## src/rtl/mem_port_arbiter.sv

```systemverilog
// mem_port_arbiter: round-robin arbiter giving two requesters one-at-a-time access
// to a single long-latency memory, with a per-transaction timeout.
module mem_port_arbiter #(
    parameter int data_width = 16,
    parameter int addr_width = 16,
    parameter int TIMEOUT    = 16
) (
    input  logic                  clk,
    input  logic                  reset,
    input  logic                  req0,
    input  logic                  req1,
    input  logic [addr_width-1:0] addr0,
    input  logic [addr_width-1:0] addr1,
    input  logic                  we0,
    input  logic                  we1,
    input  logic [data_width-1:0] wdata0,
    input  logic [data_width-1:0] wdata1,
    output logic                  ready0,
    output logic                  ready1,
    output logic [data_width-1:0] rdata0,
    output logic [data_width-1:0] rdata1,
    output logic [addr_width-1:0] mem_address,
    output logic                  mem_we,
    output logic [data_width-1:0] mem_data_write,
    input  logic                  mem_service_ready,
    input  logic [data_width-1:0] mem_data_read,
    output logic                  timeout_err
);
    localparam int CW = $clog2(TIMEOUT) + 1;
    typedef enum logic [1:0] {IDLE, BUSY, RESP} state_t;
    state_t state, state_next;
    logic id, we_q, last_served, winner, grant, abort, capture;
    logic [CW-1:0] cnt;
    logic [data_width-1:0] rd_val;

    always_comb begin
        winner     = (req0 && req1) ? !last_served : req1;
        grant      = state == IDLE && (req0 || req1);
        abort      = state == BUSY && !mem_service_ready && cnt == CW'(TIMEOUT - 1);
        capture    = abort || (state == BUSY && mem_service_ready && !we_q);
        rd_val     = abort ? '0 : mem_data_read;
        state_next = grant ? BUSY :
                     (state == BUSY && (mem_service_ready || abort)) ? RESP :
                     state == BUSY ? BUSY : IDLE;
    end

    assign ready0 = state == RESP && !id;
    assign ready1 = state == RESP && id;
    assign mem_we = state == BUSY && we_q;

    always_ff @(posedge clk or negedge reset)
        if (!reset) state <= IDLE;
        else        state <= state_next;

    // Memory-side address/data are only loaded at grant so the memory never sees them move mid-access
    always_ff @(posedge clk or negedge reset) begin
        if (!reset) begin
            id             <= 1'b0;
            we_q           <= 1'b0;
            last_served    <= 1'b1;
            cnt            <= '0;
            mem_address    <= '0;
            mem_data_write <= '0;
            rdata0         <= '0;
            rdata1         <= '0;
            timeout_err    <= 1'b0;
        end else begin
            if (grant) begin
                id             <= winner;
                last_served    <= winner;
                cnt            <= '0;
                mem_address    <= winner ? addr1 : addr0;
                we_q           <= winner ? we1 : we0;
                mem_data_write <= winner ? wdata1 : wdata0;
            end
            if (state == BUSY) cnt <= cnt + 1'b1;
            if (capture && !id) rdata0 <= rd_val;
            if (capture && id) rdata1 <= rd_val;
            if (abort) timeout_err <= 1'b1;
        end
    end
endmodule
```

## config.mk

```make
export PLATFORM = sky130hd
export DESIGN_NAME = mem_port_arbiter
export DESIGN_NICKNAME = d
export VERILOG_FILES = /design/src/rtl/mem_port_arbiter.sv
export SDC_FILE = /design/constraint.sdc
export NUM_CORES = 1
export LEC_CHECK = 0
export CORE_ASPECT_RATIO = 1.4
export CORE_MARGIN = 10
export CORE_UTILIZATION = 40
export CTS_BUF_LIST = sky130_fd_sc_hd__clkbuf_4
export CTS_CLUSTER_SIZE = 30
export DETAILED_ROUTE_END_ITERATION = 12
export PLACE_DENSITY = 0.89
export SYNTH_ARGS = -nofsm -noshare
export SYNTH_HDL_FRONTEND = slang
export SYNTH_SLANG_ARGS = --single-unit
export TNS_END_PERCENT = 10
```

## constraint.sdc

```tcl
create_clock -name clk -period 6.4 [get_ports clk]
set_input_delay 0.64 -clock clk [delete_from_list [all_inputs] [get_ports clk]]
set_output_delay 0.64 -clock clk [all_outputs]
set_load 0.005 [all_outputs]
```

# --- Yosys cells after proc, flatten, opt, wreduce, memory -nomap -nowiden ---
# Index checks and enable logic that the tools add are counted.
classes:
  n_addsub: 1
  eq_ne: 3
  mux: 10
  reduce_logical: 21
op_table:
  columns: ["operator", "count"]
  rows:
  - ["$mux 16", 3]
  - ["$logic_and 1x1->1", 12]
  - ["$mux 5", 2]
  - ["$add 5x1->5 const B", 1]
  - ["$eq 5x4->1 const B", 1]
  - ["$logic_not 1->1", 4]
  - ["$mux 2", 2]
  - ["$logic_or 1x1->1", 3]
  - ["$mux 1", 3]
  - ["$eq 2x1->1 const B", 1]
  - ["$eq 2x2->1 const B", 1]
  - ["$logic_not 2->1", 1]
  - ["$reduce_bool 2->1", 1]
word_totals:
  register_bits: 75
  out_inout_bits: 68
  elab_cells: 45

# --- Depth between registers and ports, before layout ---
# Gate-level depths: netlist of run 1.
logic_depth:
  depth_word: 7
  depth_mapped: 7

# --- Least setup slack after synthesis of run 1 ---
# Ideal clock, no wire load.
synth_path:
  kind: "reg-to-reg"
  from: "reg cnt[0]"
  to: "reg rdata0[10]"
  arrival_time_ns: 1.947
  required_time_ns: 6.275
  setup_slack_ns: 4.329
  stages_incl_launch_ff: 8
  path_buffers: 1
  synth_period_minus_slack_ns: 2.071
  cell_sequence: "dfrtp_1 -> ha_1 -> and3_1 -> ha_1 -> nor2_2 -> a2111oi_4 -> buf_6 -> mux2_2"
synth_between:
  elab_chain_cells: 4
  word_cells_on_any_way: 5
synth_lines:
  columns: ["item", "line_no", "text"]
  rows:
  - ["start, declared", "33", "logic [CW-1:0] cnt;"]
  - ["start signal, assigned", "76", "if (state == BUSY) cnt <= cnt + 1'b1;"]
  - ["$eq 5x4->1 *", "39", "abort = state == BUSY && !mem_service_ready && cnt == CW'(TIMEOUT - 1);"]
  - ["$logic_and 1x1->1 *", "39", null]
  - ["$logic_or 1x1->1", "40", "capture = abort || (state == BUSY && mem_service_ready && !we_q);"]
  - ["$logic_and 1x1->1", "77", "if (capture && !id) rdata0 <= rd_val;"]
  - ["end signal, assigned", "77", null]
  - ["end, declared", "20", "output logic [data_width-1:0] rdata0,"]
# Every way passes the cells marked *; elsewhere a longest branch is shown, timed or not.
# A chain may end at the register's enable or synchronous reset.

# --- Final worst setup path of run 1 ---
layout_path:
  from: "reg cnt[0]"
  to: "reg rdata1[9]"
layout_between:
  elab_chain_cells: 4
  word_cells_on_any_way: 5
layout_lines:
  columns: ["item", "line_no", "text"]
  rows:
  - ["$eq 5x4->1 *", "39", null]
  - ["$logic_and 1x1->1 *", "39", null]
  - ["$logic_or 1x1->1", "40", null]
  - ["$logic_and 1x1->1", "78", "if (capture && id) rdata1 <= rd_val;"]
  - ["end signal, assigned", "78", null]
  - ["end, declared", "21", "output logic [data_width-1:0] rdata1,"]
# Marked as above.

==> results of run 1 <==
cells by family (layout without fill, tap and decap cells):
| kind of cell | count (synthesis) | count (layout) | synth area share (%) |
|---|---|---|---|
| and+or+nand+nor | 37 | 37 | 6.721 |
| DFF | 75 | 75 | 53.95 |
| other | 0 | 1 | 0 |
| buffers and inverters | 14 | 172 | 2.660 |
| muxes | 98 | 98 | 31.70 |
| AOI/OAI and AO/OA | 16 | 16 | 4.242 |
| adders and majority gates | 2 | 2 | 0.7188 |
final cells by class:
cell class / count / area (sq um)
Antenna cell: 1 / 2.502
Clock buffer: 9 / 67.56
Clock inverter: 7 / 91.34
Fill cell: 656 / 3326
Inverter: 2 / 7.507
Multi-Input combinational cell: 153 / 1515
Sequential cell: 75 / 1878
Tap cell: 105 / 131.4
Timing Repair Buffer: 154 / 1539
through the flow:
| stage | setup slack (ns) | total power, mW | area [sq um] |
|---|---|---|---|
| finish | 3.785 | 2.181 | 5233 |
| global route | 3.613 | 2.323 | 5233 |
| CTS | 3.782 | 2.220 | 5230 |
| detailed placement | 3.389 | 1.886 | 5071 |
| global placement | 3.455 | 1.845 | 5071 |
| floorplan | 4.329 | 1.287 | 3481 |
placed cells by master (no fill, tap or decap), drive strengths merged, types with 2 or more instances in the layout:
cell type,n
and2,17
bufinv,2
nand2b,4
clkdlybuf4s50,153
clkbuf,9
clkinv,4
ha,2
inv,3
or2,2
nand2,3
nor3b,2
o21ai,6
a2111oi,2
nor2,3
and3,2
dfrtp,74
mux2,98
sequential cells by signal (all words and copies together) (netlist names):
signal / cells
cnt: 5
id: 1
last_served: 1
mem_address: 16
mem_data_write: 16
rdata0: 16
rdata1: 16
state: 2
timeout_err: 1
we_q: 1
report_power, final:
part | internal, mW | leakage, nW | switching [mW]
registers | 0.705 | 0.898 | 0.133
logic | 0.676 | 1.12 | 0.337
clock network | 0.158 | 0.0877 | 0.172
total | 1.54 | 2.10 | 0.642
critical path: cells and delay by family (launching register included):
family          cells  cell delay [ns]
compound gates      1             1.00
fa+ha+maj           2             0.42
flops               1             0.41
mux                 1             0.43
simple gates        2             0.25
layer usage:
| layer | vias to the layer above | GRT usage (%) | wire [microns] |
|---|---|---|---|
| met3 | 9 | 4.256 | 557 |
| met5 | - | 0 | 0 |
| met2 | 74 | 26.84 | 5309 |
| met4 | 0 | 6.340 | 146 |
| li1 | 1178 | - | - |
| met1 | 1287 | 15.08 | 3501 |
how the worst max path moves through the flow:
stage                                  start                     end  cells past startpoint
final                     cnt[0]$_DFFE_PN0P_   rdata1[9]$_DFFE_PN0P_                      6
after global routing      cnt[0]$_DFFE_PN0P_   rdata0[8]$_DFFE_PN0P_                      6
after global placement     mem_service_ready  rdata1[12]$_DFFE_PN0P_                      4
after detailed placement   mem_service_ready   rdata0[8]$_DFFE_PN0P_                      4
after CTS                 cnt[0]$_DFFE_PN0P_   rdata0[8]$_DFFE_PN0P_                      6
after floorplan           cnt[0]$_DFFE_PN0P_  rdata0[10]$_DFFE_PN0P_                      7
Yosys cell counts:
master / number
a21oi_1: 1
nor2b_1: 1
nand3_1: 1
o211ai_1: 1
dfstp_2: 1
buf_4: 1
nor3_1: 1
nand2b_4: 1
o21ai_0: 6
buf_6: 4
inv_1: 2
and3_1: 2
and2_1: 17
nor3b_1: 2
nand4bb_1: 1
nor2_2: 2
ha_1: 2
nand2_1: 3
nor2_1: 1
a311o_1: 1
buf_2: 4
a21bo_2: 1
o21a_1: 1
mux2_2: 98
a31o_2: 1
o31ai_1: 1
clkbuf_1: 2
nand2b_1: 3
a2111oi_4: 2
o22ai_1: 1
clkbuf_2: 1
dfrtp_1: 74
or2_2: 2
==> out/qor.yml, run 1 <==
floorplan:
  pin_count: 155
  fp.dieH_microns: 130.4
  fp.dieW_microns: 98.84
  core_area_sq_um: 8558
  rows: 40
  initial_core_util_pct: 40.67
  dieArea_sq_um: 12890
synthesis:
  ys_seq_area_share_pct: 53.95
  ys_ff_latch: 75
  synth_top_area_share_pct: 53.20
  synth.distinct_cells: 33
  ys_warn_count: 0
  synth_area_per_cell_sq_um: 14.38
  synth_top_area_cell: "dfrtp_1"
  synth_fp_nets: 331
  syn_inst: 242
  synthTopCellsByArea: "dfrtp_1 53%, mux2_2 32%, and2_1 3.1%"
  netlist_area_sq_um: 3481
layout:
  drive_above_1_share_pct: 31.00
  nets: 484
  post-route-util_pct: 61.14
  layoutNonFillerInstCount: 506
  syn_to_final_growth_pct: 50.32
detailed_routing:
  dr.pass1.iters: 4
  drc: 0
  ant_nets: 0
  drt-total-wl_mm: 9.514
  first_iter_violations: 103
  vias_per_cell: 5.036
  wl_per_cell_microns: 18.80
  dr_total_vias: 2548
sta:
  rsz0062_at_grt: "false"
  fin_worst_skew_ns: 0.01427
  tightest_slew_ns: 1.177
  holdWs_ns: 0.3390
  slew_headroom_pct: 21.54
  drv_slew: 0
  finalSetupViolCount: 0
  min_period_ns: 2.615
  fin_tns_setup_ns: 0
  fmax_ghz: 0.3824
  finalHoldViolCount: 0
  finalCritPeriodShare_pct: 40.87
cts:
  tritoncts: "built"
  cts_setup_buffers: 0
  cts.sinks: 75
  cts.reportedPaths.clkPinSlew_ns: 0.12
  numCtsBuffers: 9
  holdBufCountCts: 0
  post_cts_resized: 0
  clock_path_buffers: 2
  insertion_delay_ns: 0.43
  cts_root_buffer: "clkbuf_4"
  htreeDepth: 3
power:
  leakagePower_nw: 2.103
  power_density_nw_per_um2: 416.9
  ir_drop_uv: 209.0
global_route:
  grt_max_degree: 76
  antenna_found_initial: 1
  grt_overflow: 0
  grt_pass1_vias: 2758
  grt.total_usage_pct: 14.63
  grt_pass1_wl_mm: 14.85
critical_path:
  critPathLaunchType: "flip-flop"
  crit_type: "reg2reg"
  path_common_cell: "ha_1"
  cp.arrival_ns: 2.93
  cp_slowest_cell: "a2111oi_4"
  critPathMaxFanout: 16
  slowest_delay_ns: 1.00
  cp_cell_sequence: "ha_1 > and3_1 > ha_1 > nor2_2 > a2111oi_4 > mux2_2"
  r2r_cells: 6
  timing.rr.end: "rdata1[9]$_DFFE_PN0P_"
  cp-end-kind: "flip-flop"
  critPathRequiredTime_ns: 6.72
  rr_startpoint: "cnt[0]$_DFFE_PN0P_"
  rrSetupSlack_ns: 3.78
place:
  port_buffers: 154
  dp_hpwl_mm: 7.293
  gp_congestion: 0.7318
  dp_cells: 489
hold_path:
  hp-class: "in2async"
status:
  status: "complete, no violations"
job:
  cap_viol_max_count: 0
Note: power is estimated with default switching activity, not from simulation.
==> run 2, diff against run 1 <==
==> constraint.sdc (replaced) <==
create_clock -name clk -period 2.59 [get_ports clk]
set_input_delay 0.259 -clock clk [delete_from_list [all_inputs] [get_ports clk]]
set_output_delay 0.259 -clock clk [all_outputs]
set_load 0.005 [all_outputs]
==> run 2 against run 1 <==
  * The run now ends with negative hold slack left
  * Clock power increased by 100%
  * Clock skew decreased by 0.0057 ns
  * Total power increased by 140%
  * Critical path depth decreased by 3
  * Global-route usage about the same
  * Wire length decreased by 0.48%
  * Clock-buffer cell count increased by 1
  * Die area unchanged
  * Worst hold slack got worse by 0.36 ns
  * Final cell count increased by 0.79%
==> out/qor.yml, run 2 (same netlist as run 1, synthesis figures left out) <==
detailed_routing:
  drc: 0
  ant_nets: 0
  dr_total_vias: 2510
  first_iter_violations: 63
  route.met2.wl_mm: 5.318
  vias_per_cell: 4.922
  wl_met1_mm: 3.491
  dr.max_layer_used: "met4"
  wl_per_cell_microns: 18.56
  dr.pass1.iters: 4
  route.met3.wl_microns: 440
  drt-total-wl_mm: 9.468
sta:
  tightest_slew_ns: 0.9337
  holdWs_ns: -0.02113
  fin_tns_setup_ns: 0
  fin_worst_skew_ns: 0.008607
  slew_headroom_pct: 37.75
  fmax_ghz: 0.4586
  finalHoldViolCount: 19
  fin_ws_ns: 0.4094
  finalCritPeriodShare_pct: 84.19
  drv_slew: 0
  min_period_ns: 2.181
  finalSetupViolCount: 0
  rsz0062_at_grt: "false"
cts:
  htreeDepth: 3
  cts_setup_buffers: 0
  cts.sinks: 75
  clock_path_buffers: 2
  numCtsBuffers: 9
  tritoncts: "built"
  holdBufCountCts: 0
  insertion_delay_ns: 0.40
  post_cts_resized: 0
  cts_root_buffer: "clkbuf_4"
  cts.reportedPaths.clkPinSlew_ns: 0.10
global_route:
  antenna_found_initial: 1
  grt_pass1_wl_mm: 15.02
  grt.total_usage_pct: 14.64
  grt_pass1_vias: 2848
  grt_max_degree: 76
  grt_overflow: 0
layout:
  drive_above_1_share_pct: 31.68
  layout_common_cells: "153 x clkdlybuf4s50_1, 98 x mux2_2, 74 x dfrtp_1, 17 x and2_1, 10 x clkbuf_4"
  nets: 490
  layoutNonFillerInstCount: 510
  final_common_cell: "clkdlybuf4s50_1"
  syn_to_final_growth_pct: 50.83
status:
  status: "finished with violations"
  failed_checks: "negative hold slack"
critical_path:
  crit_buf_inv: 1
  cp-end-kind: "output port"
  critPathLaunchType: "flip-flop"
  critPathRequiredTime_ns: 2.33
  crit_type: "reg2out"
  cp.arrival_ns: 1.92
  cp_cell_sequence: "nor2b_1 > and2_1 > clkdlybuf4s50_1"
  slowest_delay_ns: 0.51
  cp_slowest_cell: "clkdlybuf4s50_1"
  critPathMaxFanout: 6
  path_delay_family: "simple AND/OR/NAND/NOR gates"
floorplan:
  fp.dieW_microns: 98.84
  core_area_sq_um: 8558
  dieArea_sq_um: 12890
  pin_count: 155
  fp.dieH_microns: 130.4
  rows: 40
  initial_core_util_pct: 40.67
power:
  ir_drop_uv: 449.2
  power_density_nw_per_um2: 1007
  total_power_mw: 5.286
  leakagePower_nw: 2.118
hold_path:
  hp-class: "in2async"
job:
  cap_viol_max_count: 0
place:
  pre_cts_slack_ns: 0.4390
  gp_congestion: 0.7537
  dp_cells: 495
  dp_hpwl_mm: 7.509
  port_buffers: 154
==> run 2: metal layers <==
layer	GRT usage, %	vias up
li1	-	1182
met1	15.13	1234
met2	27.07	78
met4	7.692	0
met3	3.048	16
met5	0	-
==> run 2: worst reg2reg max path, delay by kind of cell, from the launching register on <==
family | cells | cell delay, ns
AOI/OAI and AO/OA | 1 | 0.29
DFF | 1 | 0.40
and+or+nand+nor | 2 | 0.25
muxes | 1 | 0.37
adders and majority gates | 2 | 0.41
buffers and inverters | 1 | 0.29
==> run 2: final timing paths <==
path / slack (ns) / to / cells after the start / start
max in group asynchronous: 2.00 / mem_address[10]$_DFFE_PN0P_ / 1 / reset
hold / removal: -0.02 / mem_address[4]$_DFFE_PN0P_ / 1 / reset
setup reg to reg: 0.48 / rdata1[11]$_DFFE_PN0P_ / 7 / cnt[0]$_DFFE_PN0P_
setup / recovery: 0.41 / mem_we / 3 / state[0]$_DFF_PN0_
min in group clk: 0.48 / timeout_err$_DFFE_PN0P_ / 1 / timeout_err$_DFFE_PN0P_
hold reg to reg: 0.48 / timeout_err$_DFFE_PN0P_ / 1 / timeout_err$_DFFE_PN0P_
==> run 2: area by class of cell <==
class                           count  area, sq um
Clock buffer                       10        75.07
Timing Repair Buffer              160         1597
Antenna cell                        1        2.502
Fill cell                         679         3308
Clock inverter                      4        43.79
Multi-Input combinational cell    153         1515
Sequential cell                    75         1878
Tap cell                          105        131.4
Inverter                            2        7.507
==> run 2: stage by stage <==
stage / cell area (sq um) / utilization [%] / hold slack [ns]
after global placement: 5129 / 59.93 / 0.4476
after floorplan: 3481 / - / -0.03659
after global routing: 5250 / 61.35 / 0.05413
after CTS: 5248 / 61.32 / 0.005787
final: 5250 / 61.35 / -0.02113
after detailed placement: 5129 / 59.93 / 0.4659
==> run 2: report_power, final <==
group	leakage, nW	switching, mW	internal, mW
registers	0.898	0.332	1.74
logic	1.15	0.839	1.71
clock network	0.0695	0.374	0.289
==> run 3, diff against run 2 <==
==> constraint.sdc (replaced) <==
create_clock -name clk -period 2.1 [get_ports clk]
set_input_delay 0.21 -clock clk [delete_from_list [all_inputs] [get_ports clk]]
set_output_delay 0.21 -clock clk [all_outputs]
set_load 0.005 [all_outputs]
==> run 3 against run 2 <==
  * The run now ends clean
  * Worst hold slack better by 0.33 ns
  * Sequential cell count unchanged
  * Final area up 2.3%
  * Clock-buffer cell count up 2
  * Largest power group unchanged
  * Final cell count up 1.8%
  * Wire length up 2.1%
  * Worst setup slack worse by 0.31 ns
  * Non-clock buffer count up 7
  * Die area unchanged
==> out/qor.yml, run 3 (same netlist as run 1, synthesis figures left out) <==
detailed_routing:
  dr_total_vias: 2583
  drt-total-wl_mm: 9.669
  vias_per_cell: 4.977
  drc: 0
  ant_nets: 0
  first_iter_violations: 102
  dr.pass1.iters: 4
  wl_per_cell_microns: 18.63
critical_path:
  critPathRequiredTime_ns: 2.40
  crit_type: "reg2reg"
  cp-end-kind: "flip-flop"
  cp_slowest_cell: "dfrtp_1"
  cp.arrival_ns: 2.30
  slowest_delay_ns: 0.40
  critPathMaxFanout: 8
  critPathLaunchType: "flip-flop"
  cp_cell_sequence: "ha_1 > and3_1 > ha_4 > nor2_2 > a2111oi_4 > buf_4 > clkbuf_16 > mux2_2"
sta:
  tightest_slew_ns: 0.4812
  finalHoldViolCount: 0
  fin_worst_skew_ns: 0.01035
  slew_headroom_pct: 67.92
  fmax_ghz: 0.4989
  fin_tns_setup_ns: 0
  finalCritPeriodShare_pct: 95.44
  finalSetupViolCount: 0
  drv_slew: 0
  min_period_ns: 2.004
cts:
  clock_path_buffers: 2
  htreeDepth: 3
  cts.reportedPaths.clkPinSlew_ns: 0.11
  numCtsBuffers: 9
  insertion_delay_ns: 0.40
  cts_root_buffer: "clkbuf_4"
  cts.sinks: 75
  tritoncts: "built"
global_route:
  grt_pass1_wl_mm: 15.02
  grt_max_degree: 36
  antenna_found_initial: 1
  grt_pass1_vias: 2866
  grt_overflow: 0
  grt.total_usage_pct: 14.75
power:
  ir_drop_uv: 686.0
  total_power_mw: 6.543
  leakagePower_nw: 2.170
  power_density_nw_per_um2: 1218
layout:
  drive_above_1_share_pct: 33.41
  nets: 497
  layout_common_cells: "153 x clkdlybuf4s50_1, 98 x mux2_2, 73 x dfrtp_1, 17 x and2_1, 12 x clkbuf_4"
  layoutNonFillerInstCount: 519
  syn_to_final_growth_pct: 54.35
  design_area_sq_um: 5373
  final_common_cell: "clkdlybuf4s50_1"
floorplan:
  initial_core_util_pct: 40.67
  core_area_sq_um: 8558
  pin_count: 155
  dieArea_sq_um: 12890
  fp.dieW_microns: 98.84
  fp.dieH_microns: 130.4
  rows: 40
place:
  dp_hpwl_mm: 7.700
  gp_congestion: 0.7611
  port_buffers: 154
  dp_cells: 499
  place_area_sq_um: 5196
status:
  status: "complete, no violations"
hold_path:
  hp-class: "in2async"
job:
  cap_viol_max_count: 0
## run 3: worst paths after layout
kind | start | endpoint | slack [ns] | cells past startpoint
setup reg to reg | cnt[0]$_DFFE_PN0P_ | rdata0[14]$_DFFE_PN0P_ | 0.1 | 8
min in group clk | timeout_err$_DFFE_PN0P_ | timeout_err$_DFFE_PN0P_ | 0.48 | 1
hold reg to reg | timeout_err$_DFFE_PN0P_ | timeout_err$_DFFE_PN0P_ | 0.48 | 1
max in group asynchronous | reset | rdata0[8]$_DFFE_PN0P_ | 1.22 | 3
hold / removal | reset | mem_data_write[15]$_DFFE_PN0P_ | 0.31 | 2
setup / recovery | cnt[0]$_DFFE_PN0P_ | rdata0[14]$_DFFE_PN0P_ | 0.1 | 8
## run 3: final cells by class
cell class / count / area, sq um
clock inverter: 4 / 17.52
fill: 646 / 3186
multi-input combinational: 153 / 1530
antenna: 1 / 2.502
inverter: 2 / 7.507
timing repair buffer: 167 / 1714
clock buffer: 12 / 90.09
tap: 105 / 131.4
sequential: 75 / 1879
## run 3: where the power goes
part / leakage (nW) / switching, mW / internal, mW
combinational: 1.21 / 1.05 / 2.18
sequential: 0.897 / 0.423 / 2.15
clock: 0.0662 / 0.464 / 0.273
total: 2.17 / 1.94 / 4.61
## run 3: stage by stage
step                      hold WS, ns  utilization [%]  worst slack (ns)
after floorplan              -0.08559                -           0.02873
after global placement         0.1905            60.72            0.1075
after detailed placement       0.1941            60.72           0.03338
after CTS                      0.2884            62.12          0.003243
after global routing           0.3125            62.78          -0.01491
final                          0.3099            62.78           0.09574
## run 3: worst max-delay path, delay by kind of cell (launching register included)
kind	cells	cell delay, ns
multiplexers	1	0.33
AO/OA/AOI/OAI	1	0.19
buffers and inverters	2	0.35
AND/OR/NAND/NOR	2	0.27
flip-flops	1	0.40
adder cells (fa/ha/maj)	2	0.36
## run 3: layer usage
layer  vias to the layer above  wire (microns)  part of all wire [%]  track usage (%)
met4                         0             291                   3.0            7.946
met1                      1261            3476                    36            14.85
met2                       108            5341                    55            26.84
met3                        20             559                   5.8            4.204
li1                       1194               -                     -                -
met5                         -               0                     0                0
## run 3: what timing repair did
action	in CTS	in global routing
gates resized for setup	1	5
hold buffers	1	0
cloned	0	1
endpoints found under the setup margin	1	34
setup buffers	0	1
endpoints found under the hold margin	32	0
pin swaps	0	2
